[src/rtl/rand_word_collector_pkg.sv]
// Shared types and constants for the random word collector.
//   rand_state_e : collector FSM states
//   LFSR_SAMPLE  : LFSR state code that freezes the LFSR and samples its bit
//   LFSR_RUN     : LFSR state code that lets the LFSR advance
//   sat_inc16    : 16-bit increment that sticks at all-ones
package rand_pkg;

  typedef enum logic [2:0] {
    IDLE,
    SHIFT,
    SAMPLE,
    CHECK,
    HOLD
  } rand_state_e;

  localparam logic [2:0] LFSR_SAMPLE = 3'd2;
  localparam logic [2:0] LFSR_RUN    = 3'd0;

  function automatic logic [15:0] sat_inc16(input logic [15:0] v);
    return (v == '1) ? v : v + 16'd1;
  endfunction

endpackage

[src/rtl/rand_word_collector_if.sv]
// Request/response bus between the game controller and the random word collector.
//   i_req      : request a new word (taken only while o_ready=1)
//   o_ready    : collector idle
//   i_limit    : exclusive upper bound for the word, 0 = full range
//   o_valid    : o_rand valid, held until i_ack
//   i_ack      : consumer takes the word
//   o_rand     : random word
//   o_fallback : word is the forced 0 after too many rejections
// master = game controller side, slave = collector side.
interface rand_word_collector_if #(
  parameter int unsigned WIDTH = 8
);

  logic             i_req;
  logic             o_ready;
  logic [WIDTH-1:0] i_limit;
  logic             o_valid;
  logic             i_ack;
  logic [WIDTH-1:0] o_rand;
  logic             o_fallback;

  modport master (
    output i_req,
    output i_limit,
    output i_ack,
    input  o_ready,
    input  o_valid,
    input  o_rand,
    input  o_fallback
  );

  modport slave (
    input  i_req,
    input  i_limit,
    input  i_ack,
    output o_ready,
    output o_valid,
    output o_rand,
    output o_fallback
  );

endinterface

[src/rtl/rand_bit_sampler.sv]
// Bit sampler: alternates a shift phase (LFSR advances) and a sample phase
// (LFSR frozen, bit shifted into the word) until WIDTH bits are collected.
//   i_clk, i_rst_n : clock, asynchronous active-low reset
//   i_start        : begin a new word (first phase is shift, counter cleared)
//   i_bit          : LFSR output bit
//   o_sample       : current cycle is a sample phase
//   o_done         : current sample phase takes the last bit of the word
//   o_word         : collected word, first sampled bit in the MSB
module rand_bit_sampler
  import rand_pkg::*;
#(
  parameter int unsigned WIDTH = 8
) (
  input  logic             i_clk,
  input  logic             i_rst_n,
  input  logic             i_start,
  input  logic             i_bit,
  output logic             o_sample,
  output logic             o_done,
  output logic [WIDTH-1:0] o_word
);

  localparam int unsigned CNT_W = $clog2(WIDTH + 1);

  logic             active_q, active_d;
  logic             sample_q, sample_d;
  logic [CNT_W-1:0] cnt_q, cnt_d;
  logic [WIDTH-1:0] word_q, word_d;
  logic             last_bit;

  assign last_bit = sample_q && (cnt_q == CNT_W'(WIDTH - 1));

  always_comb begin
    active_d = active_q;
    sample_d = sample_q;
    cnt_d    = cnt_q;
    word_d   = word_q;
    if (i_start) begin
      active_d = 1'b1;
      sample_d = 1'b0;
      cnt_d    = '0;
    end else if (active_q) begin
      if (sample_q) begin
        word_d   = {word_q[WIDTH-2:0], i_bit};
        cnt_d    = cnt_q + CNT_W'(1);
        sample_d = 1'b0;
        if (last_bit) begin
          active_d = 1'b0;
        end
      end else begin
        sample_d = 1'b1;
      end
    end
  end

  always_ff @(posedge i_clk or negedge i_rst_n) begin
    if (!i_rst_n) begin
      active_q <= 1'b0;
      sample_q <= 1'b0;
      cnt_q    <= '0;
      word_q   <= '0;
    end else begin
      active_q <= active_d;
      sample_q <= sample_d;
      cnt_q    <= cnt_d;
      word_q   <= word_d;
    end
  end

  assign o_sample = active_q && sample_q;
  assign o_done   = active_q && last_bit;
  assign o_word   = word_q;

endmodule

[src/rtl/rand_word_collector.sv]
// Random word collector: drives the LFSR state input, deserializes its output
// into a WIDTH-bit word, optionally rejects words >= limit and hands the result
// to the game controller through a valid/ack handshake.
//   i_clk, i_rst_n : clock, asynchronous active-low reset
//   bus            : request/response bus (slave side)
//   i_bit          : LFSR output bit
//   o_lfsr_state   : LFSR state input (LFSR_SAMPLE while sampling, else LFSR_RUN)
//   o_word_cnt     : handshakes completed, saturating  (RAND_STATS_EN only)
//   o_reject_cnt   : words rejected in CHECK, saturating (RAND_STATS_EN only)
// Macro RAND_STATS_EN adds the two statistics counters.
module rand_word_collector
  import rand_pkg::*;
#(
  parameter int unsigned WIDTH     = 8,
  parameter int unsigned MAX_RETRY = 15
) (
  input  logic                 i_clk,
  input  logic                 i_rst_n,
  rand_word_collector_if.slave bus,
  input  logic                 i_bit,
  output logic [2:0]           o_lfsr_state
`ifdef RAND_STATS_EN
  ,
  output logic [15:0]          o_word_cnt,
  output logic [15:0]          o_reject_cnt
`endif
);

  localparam int unsigned RETRY_W = (MAX_RETRY > 0) ? $clog2(MAX_RETRY + 1) : 1;

  rand_state_e        state_q, state_d;
  logic [WIDTH-1:0]   limit_q, limit_d;
  logic [RETRY_W-1:0] retry_q, retry_d;
  logic [WIDTH-1:0]   rand_q, rand_d;
  logic               fb_q, fb_d;
  logic               ready_q, ready_d;
  logic               valid_q, valid_d;
  logic [2:0]         lfsr_q, lfsr_d;

  logic               smp_start;
  logic               smp_sample;
  logic               smp_done;
  logic [WIDTH-1:0]   smp_word;
  logic               in_range;
  logic               reject;

  rand_bit_sampler #(
    .WIDTH (WIDTH)
  ) u_sampler (
    .i_clk    (i_clk),
    .i_rst_n  (i_rst_n),
    .i_start  (smp_start),
    .i_bit    (i_bit),
    .o_sample (smp_sample),
    .o_done   (smp_done),
    .o_word   (smp_word)
  );

  assign in_range = (limit_q == '0) || (smp_word < limit_q);
  assign reject   = (state_q == CHECK) && !in_range;

  always_comb begin
    state_d   = state_q;
    limit_d   = limit_q;
    retry_d   = retry_q;
    rand_d    = rand_q;
    fb_d      = fb_q;
    smp_start = 1'b0;
    case (state_q)
      IDLE: begin
        if (bus.i_req) begin
          limit_d   = bus.i_limit;
          retry_d   = '0;
          smp_start = 1'b1;
          state_d   = SHIFT;
        end
      end
      SHIFT: begin
        state_d = SAMPLE;
      end
      SAMPLE: begin
        // Phase tracking lives in the sampler; the FSM follows it.
        state_d = smp_done ? CHECK : (smp_sample ? SHIFT : SAMPLE);
      end
      CHECK: begin
        if (in_range) begin
          rand_d  = smp_word;
          fb_d    = 1'b0;
          state_d = HOLD;
        end else if (retry_q < RETRY_W'(MAX_RETRY)) begin
          retry_d   = retry_q + RETRY_W'(1);
          smp_start = 1'b1;
          state_d   = SHIFT;
        end else begin
          rand_d  = '0;
          fb_d    = 1'b1;
          state_d = HOLD;
        end
      end
      HOLD: begin
        if (bus.i_ack) begin
          fb_d    = 1'b0;
          state_d = IDLE;
        end
      end
      default: begin
        state_d = IDLE;
      end
    endcase
    // Outputs are registered from the next state so they line up with it.
    ready_d = (state_d == IDLE);
    valid_d = (state_d == HOLD);
    lfsr_d  = (state_d == SAMPLE) ? LFSR_SAMPLE : LFSR_RUN;
  end

  always_ff @(posedge i_clk or negedge i_rst_n) begin
    if (!i_rst_n) begin
      state_q <= IDLE;
      limit_q <= '0;
      retry_q <= '0;
      rand_q  <= '0;
      fb_q    <= 1'b0;
      ready_q <= 1'b1;
      valid_q <= 1'b0;
      lfsr_q  <= LFSR_RUN;
    end else begin
      state_q <= state_d;
      limit_q <= limit_d;
      retry_q <= retry_d;
      rand_q  <= rand_d;
      fb_q    <= fb_d;
      ready_q <= ready_d;
      valid_q <= valid_d;
      lfsr_q  <= lfsr_d;
    end
  end

  assign bus.o_ready    = ready_q;
  assign bus.o_valid    = valid_q;
  assign bus.o_rand     = rand_q;
  assign bus.o_fallback = fb_q;
  assign o_lfsr_state   = lfsr_q;

`ifdef RAND_STATS_EN
  logic [15:0] word_cnt_q, word_cnt_d;
  logic [15:0] reject_cnt_q, reject_cnt_d;

  always_comb begin
    word_cnt_d   = word_cnt_q;
    reject_cnt_d = reject_cnt_q;
    if ((state_q == HOLD) && bus.i_ack) begin
      word_cnt_d = sat_inc16(word_cnt_q);
    end
    if (reject) begin
      reject_cnt_d = sat_inc16(reject_cnt_q);
    end
  end

  always_ff @(posedge i_clk or negedge i_rst_n) begin
    if (!i_rst_n) begin
      word_cnt_q   <= '0;
      reject_cnt_q <= '0;
    end else begin
      word_cnt_q   <= word_cnt_d;
      reject_cnt_q <= reject_cnt_d;
    end
  end

  assign o_word_cnt   = word_cnt_q;
  assign o_reject_cnt = reject_cnt_q;
`else
  logic unused_reject;
  assign unused_reject = reject;
`endif

endmodule
[src/flat_wrapper.sv]
// flat-port wrapper written by rule: the top's interface ports become plain ports
module rand_word_collector_flat import rand_pkg::*;
#(
  parameter int unsigned WIDTH     = 8,
  parameter int unsigned MAX_RETRY = 15
)
  (i_clk, i_rst_n, i_bit, o_lfsr_state, bus_i_req, bus_i_limit, bus_i_ack, bus_o_ready, bus_o_valid, bus_o_rand, bus_o_fallback);
  rand_word_collector_if #(.WIDTH(WIDTH)) bus_i ();
  input  logic i_clk;
  input  logic i_rst_n;
  input  logic i_bit;
  output logic [2:0] o_lfsr_state;
  input wire logic [$bits(bus_i.i_req)-1:0] bus_i_req;
  input wire logic [$bits(bus_i.i_limit)-1:0] bus_i_limit;
  input wire logic [$bits(bus_i.i_ack)-1:0] bus_i_ack;
  output wire logic [$bits(bus_i.o_ready)-1:0] bus_o_ready;
  output wire logic [$bits(bus_i.o_valid)-1:0] bus_o_valid;
  output wire logic [$bits(bus_i.o_rand)-1:0] bus_o_rand;
  output wire logic [$bits(bus_i.o_fallback)-1:0] bus_o_fallback;
  assign bus_i.i_req = bus_i_req;
  assign bus_i.i_limit = bus_i_limit;
  assign bus_i.i_ack = bus_i_ack;
  assign bus_o_ready = bus_i.o_ready;
  assign bus_o_valid = bus_i.o_valid;
  assign bus_o_rand = bus_i.o_rand;
  assign bus_o_fallback = bus_i.o_fallback;
  rand_word_collector #(.WIDTH(WIDTH), .MAX_RETRY(MAX_RETRY)) u_core (.i_clk(i_clk), .i_rst_n(i_rst_n), .bus(bus_i), .i_bit(i_bit), .o_lfsr_state(o_lfsr_state));
endmodule
[config.mk]
export PLATFORM = sky130hd
export DESIGN_NAME = rand_word_collector_flat
export DESIGN_NICKNAME = d
export VERILOG_FILES = /design/src/rtl/rand_word_collector_pkg.sv /design/src/rtl/rand_word_collector_if.sv /design/src/rtl/rand_bit_sampler.sv /design/src/rtl/rand_word_collector.sv /design/src/flat_wrapper.sv
export SDC_FILE = /design/constraint.sdc
export NUM_CORES = 1
export LEC_CHECK = 0
export BUFFER_PORTS_ARGS = -buffer_cell sky130_fd_sc_hd__buf_2
export CORE_MARGIN = 2
export CORE_UTILIZATION = 30
export CTS_BUF_LIST = sky130_fd_sc_hd__clkbuf_4 sky130_fd_sc_hd__clkbuf_8
export DETAILED_ROUTE_END_ITERATION = 7
export MAX_ROUTING_LAYER = met4
export SLEW_MARGIN = 40
export SYNTH_ARGS = -nofsm -noshare
export SYNTH_HDL_FRONTEND = slang
export SYNTH_SLANG_ARGS = --single-unit
[constraint.sdc]
create_clock -name i_clk -period 5.3 [get_ports i_clk]
set_input_delay 0.53 -clock i_clk [delete_from_list [all_inputs] [get_ports i_clk]]
set_output_delay 0.53 -clock i_clk [all_outputs]
set_load 0.03 [all_outputs]
==> results.py <==
metrics = {
    "detailed_routing": {
        "firstDrtPassIters": 4,
        "wire_per_inst_microns": 12.7,
        "drt_wl_total_microns": 3370,
        "vias": 1243,
        "viasPerCell": 4.67,
        "drt_iter0_drc": 68,
        "ant_nets": 0,
        "drc_errors": 0,
    },
    "logic_synthesis": {
        "syn_area_sq_um": 1960,
        "synth_mux_area_frac": 0.118,
        "synth_area_per_cell_sq_um": 12.1,
        "synth_top_area_cell": "dfrtp_1",
        "synthTopCellsByArea": "dfrtp_1 51%, mux2_4 6.1%, ha_1 5.8%, mux2_2 4.6%, a22o_1 3.6%",
        "synth_adder_area_share": 0.0576,
        "synth_ff_type": "dfrtp_1",
        "seq_area_frac_synth": 0.525,
        "synth.distinct_cells": 43,
        "synthesis.instances": 162,
        "yosys_warnings": 0,
        "synth-edff-count": 0,
        "synth_xor_area_frac": 0.0179,
        "synth_top_area_frac": 0.512,
        "synthArstFlopShare": 1.00,
        "synth_compound_area_frac": 0.123,
        "yosys.area_share.simple": 0.118,
        "ys_seq_elements": 41,
        "synth_top_family_by_area": "compound AO/OA/AOI/OAI gates",
    },
    "sta": {
        "skew_ns": 0.00406,
        "drv_slew": 0,
        "rsz0062_at_grt": "no",
        "layout_min_cycle_time_ns": 2.19,
        "final.setup.worst_slack_ns": 3.11,
        "timing.final.crit_share": 0.412,
        "relSlewSlack": 0.555,
        "tightest_slew_ns": 0.666,
        "hold_viol": 0,
        "clock.fmax_mhz": 458,
        "setup_viol": 0,
        "finalSetupTns_ns": 0,
    },
    "global_route": {
        "antenna_found_initial": 0,
        "grt_pass1_vias": 1320,
        "grt_pass1_wl_microns": 6090,
        "grt_overflow_total": 0,
        "gr-usage-all-layers": 0.109,
        "grt_max_degree": 42,
    },
    "placement": {
        "dp_hpwl_microns": 2430,
        "io_buffers": 24,
        "placed_area_sq_um": 2140,
        "place.gp.congestion": 0.760,
        "post-place-ws_ns": 3.12,
    },
    "clock_tree": {
        "cts.repair.resized": 0,
        "cts_root_buf": "clkbuf_8",
        "tritoncts": "done",
        "hold_buffers": 0,
        "clkSinkCount": 41,
        "cts_buffers": 5,
        "clockBufferDepth": 2,
        "cts.clk_slew.worst_paths_ns": 0.08,
        "clkLatencyLatePin_ns": 0.29,
        "cts_max_level": 2,
        "postCtsSetupBuffers": 0,
    },
    "power_and_ir_drop": {
        "p_int_w": 0.000917,
        "p_per_area_nw_per_um2": 638,
        "power_frac_seq": 0.386,
        "clockPowerShare": 0.203,
        "switching_power_w": 0.000537,
        "sw_frac_of_total": 0.369,
        "fin_total_pwr_w": 0.00145,
        "power_frac_comb": 0.411,
        "p_leak_nw": 1.09,
        "vdd_drop_max_mv": 0.229,
    },
    "floorplan": {
        "start_util": 0.310,
        "die_x_microns": 84.7,
        "core_sq_um": 6310,
        "rows": 29,
        "dieArea_sq_um": 7180,
        "die_h_microns": 84.7,
        "num_io_pins": 27,
    },
    "critical_path": {
        "critical_path_peak_fanout": 10,
        "timing.critical_path.from": "u_core.u_sampler.o_word[5]",
        "slowest_stage": "dfrtp_1",
        "cp-start-kind": "flip-flop",
        "crit_chain": "ha_1, a211oi_1, o21bai_1, o21ai_4, nand3_4, mux2_4",
        "worstPathArrival_ns": 2.36,
        "crit_type": "flip-flop to flip-flop",
        "slowest_delay_ns": 0.41,
        "end_kind": "flip-flop",
        "reg2reg_from": "u_core.u_sampler.o_word[5]",
        "required_ns": 5.48,
    },
    "final_layout": {
        "syn_to_final_growth_pct": 16.5,
        "layout_common_cells": "40 x dfrtp_1, 23 x buf_2, 11 x inv_1, 11 x nand2_1",
        "antenna-diode-count": 0,
        "mostFrequentLayoutCell": "dfrtp_1",
        "drive_above_1_share": 0.296,
        "nets": 210,
        "fin_area_sq_um": 2280,
        "final_util": 0.361,
    },
    "run_status": {
        "status": "finished clean",
    },
    "worst_hold_path": {
        "min_path_type": "input pin to async pin",
    },
    "run": {
        "maxCapViolCount": 0,
    },
}
path summary, 6_finish.rpt:
kind	depth (start not counted)	slack [ns]	end
setup reg to reg	6	3.11	u_core.u_sampler.o_word[0]
max in group asynchronous	1	4.73	u_core.bus.o_ready
min in group i_clk	2	0.46	u_core.state_q[2]
hold reg to reg	1	0.50	u_core.bus.o_rand[1]
hold / removal	1	0.21	u_core.u_sampler.sample_q
setup / recovery	6	3.11	u_core.u_sampler.o_word[0]
stage by stage:
step           hold slack, ns  std cells
2_1_floorplan           0.234        163
3_3_place_gp            0.489        258
3_5_place_dp            0.489        258
4_1_cts                 0.225        266
5_1_grt                 0.241        266
6_report                0.207        266
synth_stat cells, drive strengths merged (2+ instances only):
cell type	instances
mux2	16
inv	11
nand2b	2
mux2i	2
dfrtp	40
o21ai	12
nand2	11
nor3	2
nand4	2
ha	9
a21oi	4
buf	5
xnor2	2
xor2	2
nor4	2
nor2b	3
a22o	8
nand3	5
nor2	6
layer usage:
| layer | wire (microns) | GRT usage |
|---|---|---|
| met4 | 40 | 0.0390 |
| met5 | 0 | - |
| met2 | 1500 | 0.160 |
| met3 | 143 | 0.0265 |
| met1 | 1690 | 0.146 |
area by class of cell:
type,instances,area [sq um]
tap,77,96.3
clock inverter,3,65.1
fill,645,4040
multi-input combinational,105,857
timing repair buffer,24,123
inverter,11,41.3
sequential,41,1030
clock buffer,5,68.8
power groups by stage:
stage	clock [W]	sequential (W)	combinational (W)
final	0.000296	0.000561	0.000597
after detailed placement	0	0.000570	0.000605
after global routing	0.000317	0.000584	0.000677
after global placement	0	0.000567	0.000594
after CTS	0.000305	0.000565	0.000607
after floorplan	0	0.000615	0.000424
cell families (layout without fill, tap and decap cells):
family,Yosys count,after routing
adder cells (fa/ha/maj),9,9
XOR/XNOR,4,4
multiplexers,18,18
flip-flops,41,41
AO/OA/AOI/OAI,33,33
other,1,2
AND/OR/NAND/NOR,39,39
buffers and inverters,17,43
worst max-delay path, delay by kind of cell (launching register included):
| family | cells | cell delay (ns) |
|---|---|---|
| multiplexers | 1 | 0.36 |
| flip-flops | 1 | 0.41 |
| adder cells (fa/ha/maj) | 1 | 0.32 |
| AND/OR/NAND/NOR | 1 | 0.22 |
| AO/OA/AOI/OAI | 3 | 0.76 |
registers in the layout, indices dropped and copies added (netlist names), 3 cells and up:
| signal | flops |
|---|---|
| u_core.bus.o_rand | 8 |
| u_core.limit_q | 8 |
| u_core.retry_q | 4 |
| u_core.state_q | 3 |
| u_core.u_sampler.cnt_q | 4 |
| u_core.u_sampler.o_word | 8 |
No activity file was read; power rests on OpenSTA's default activity.
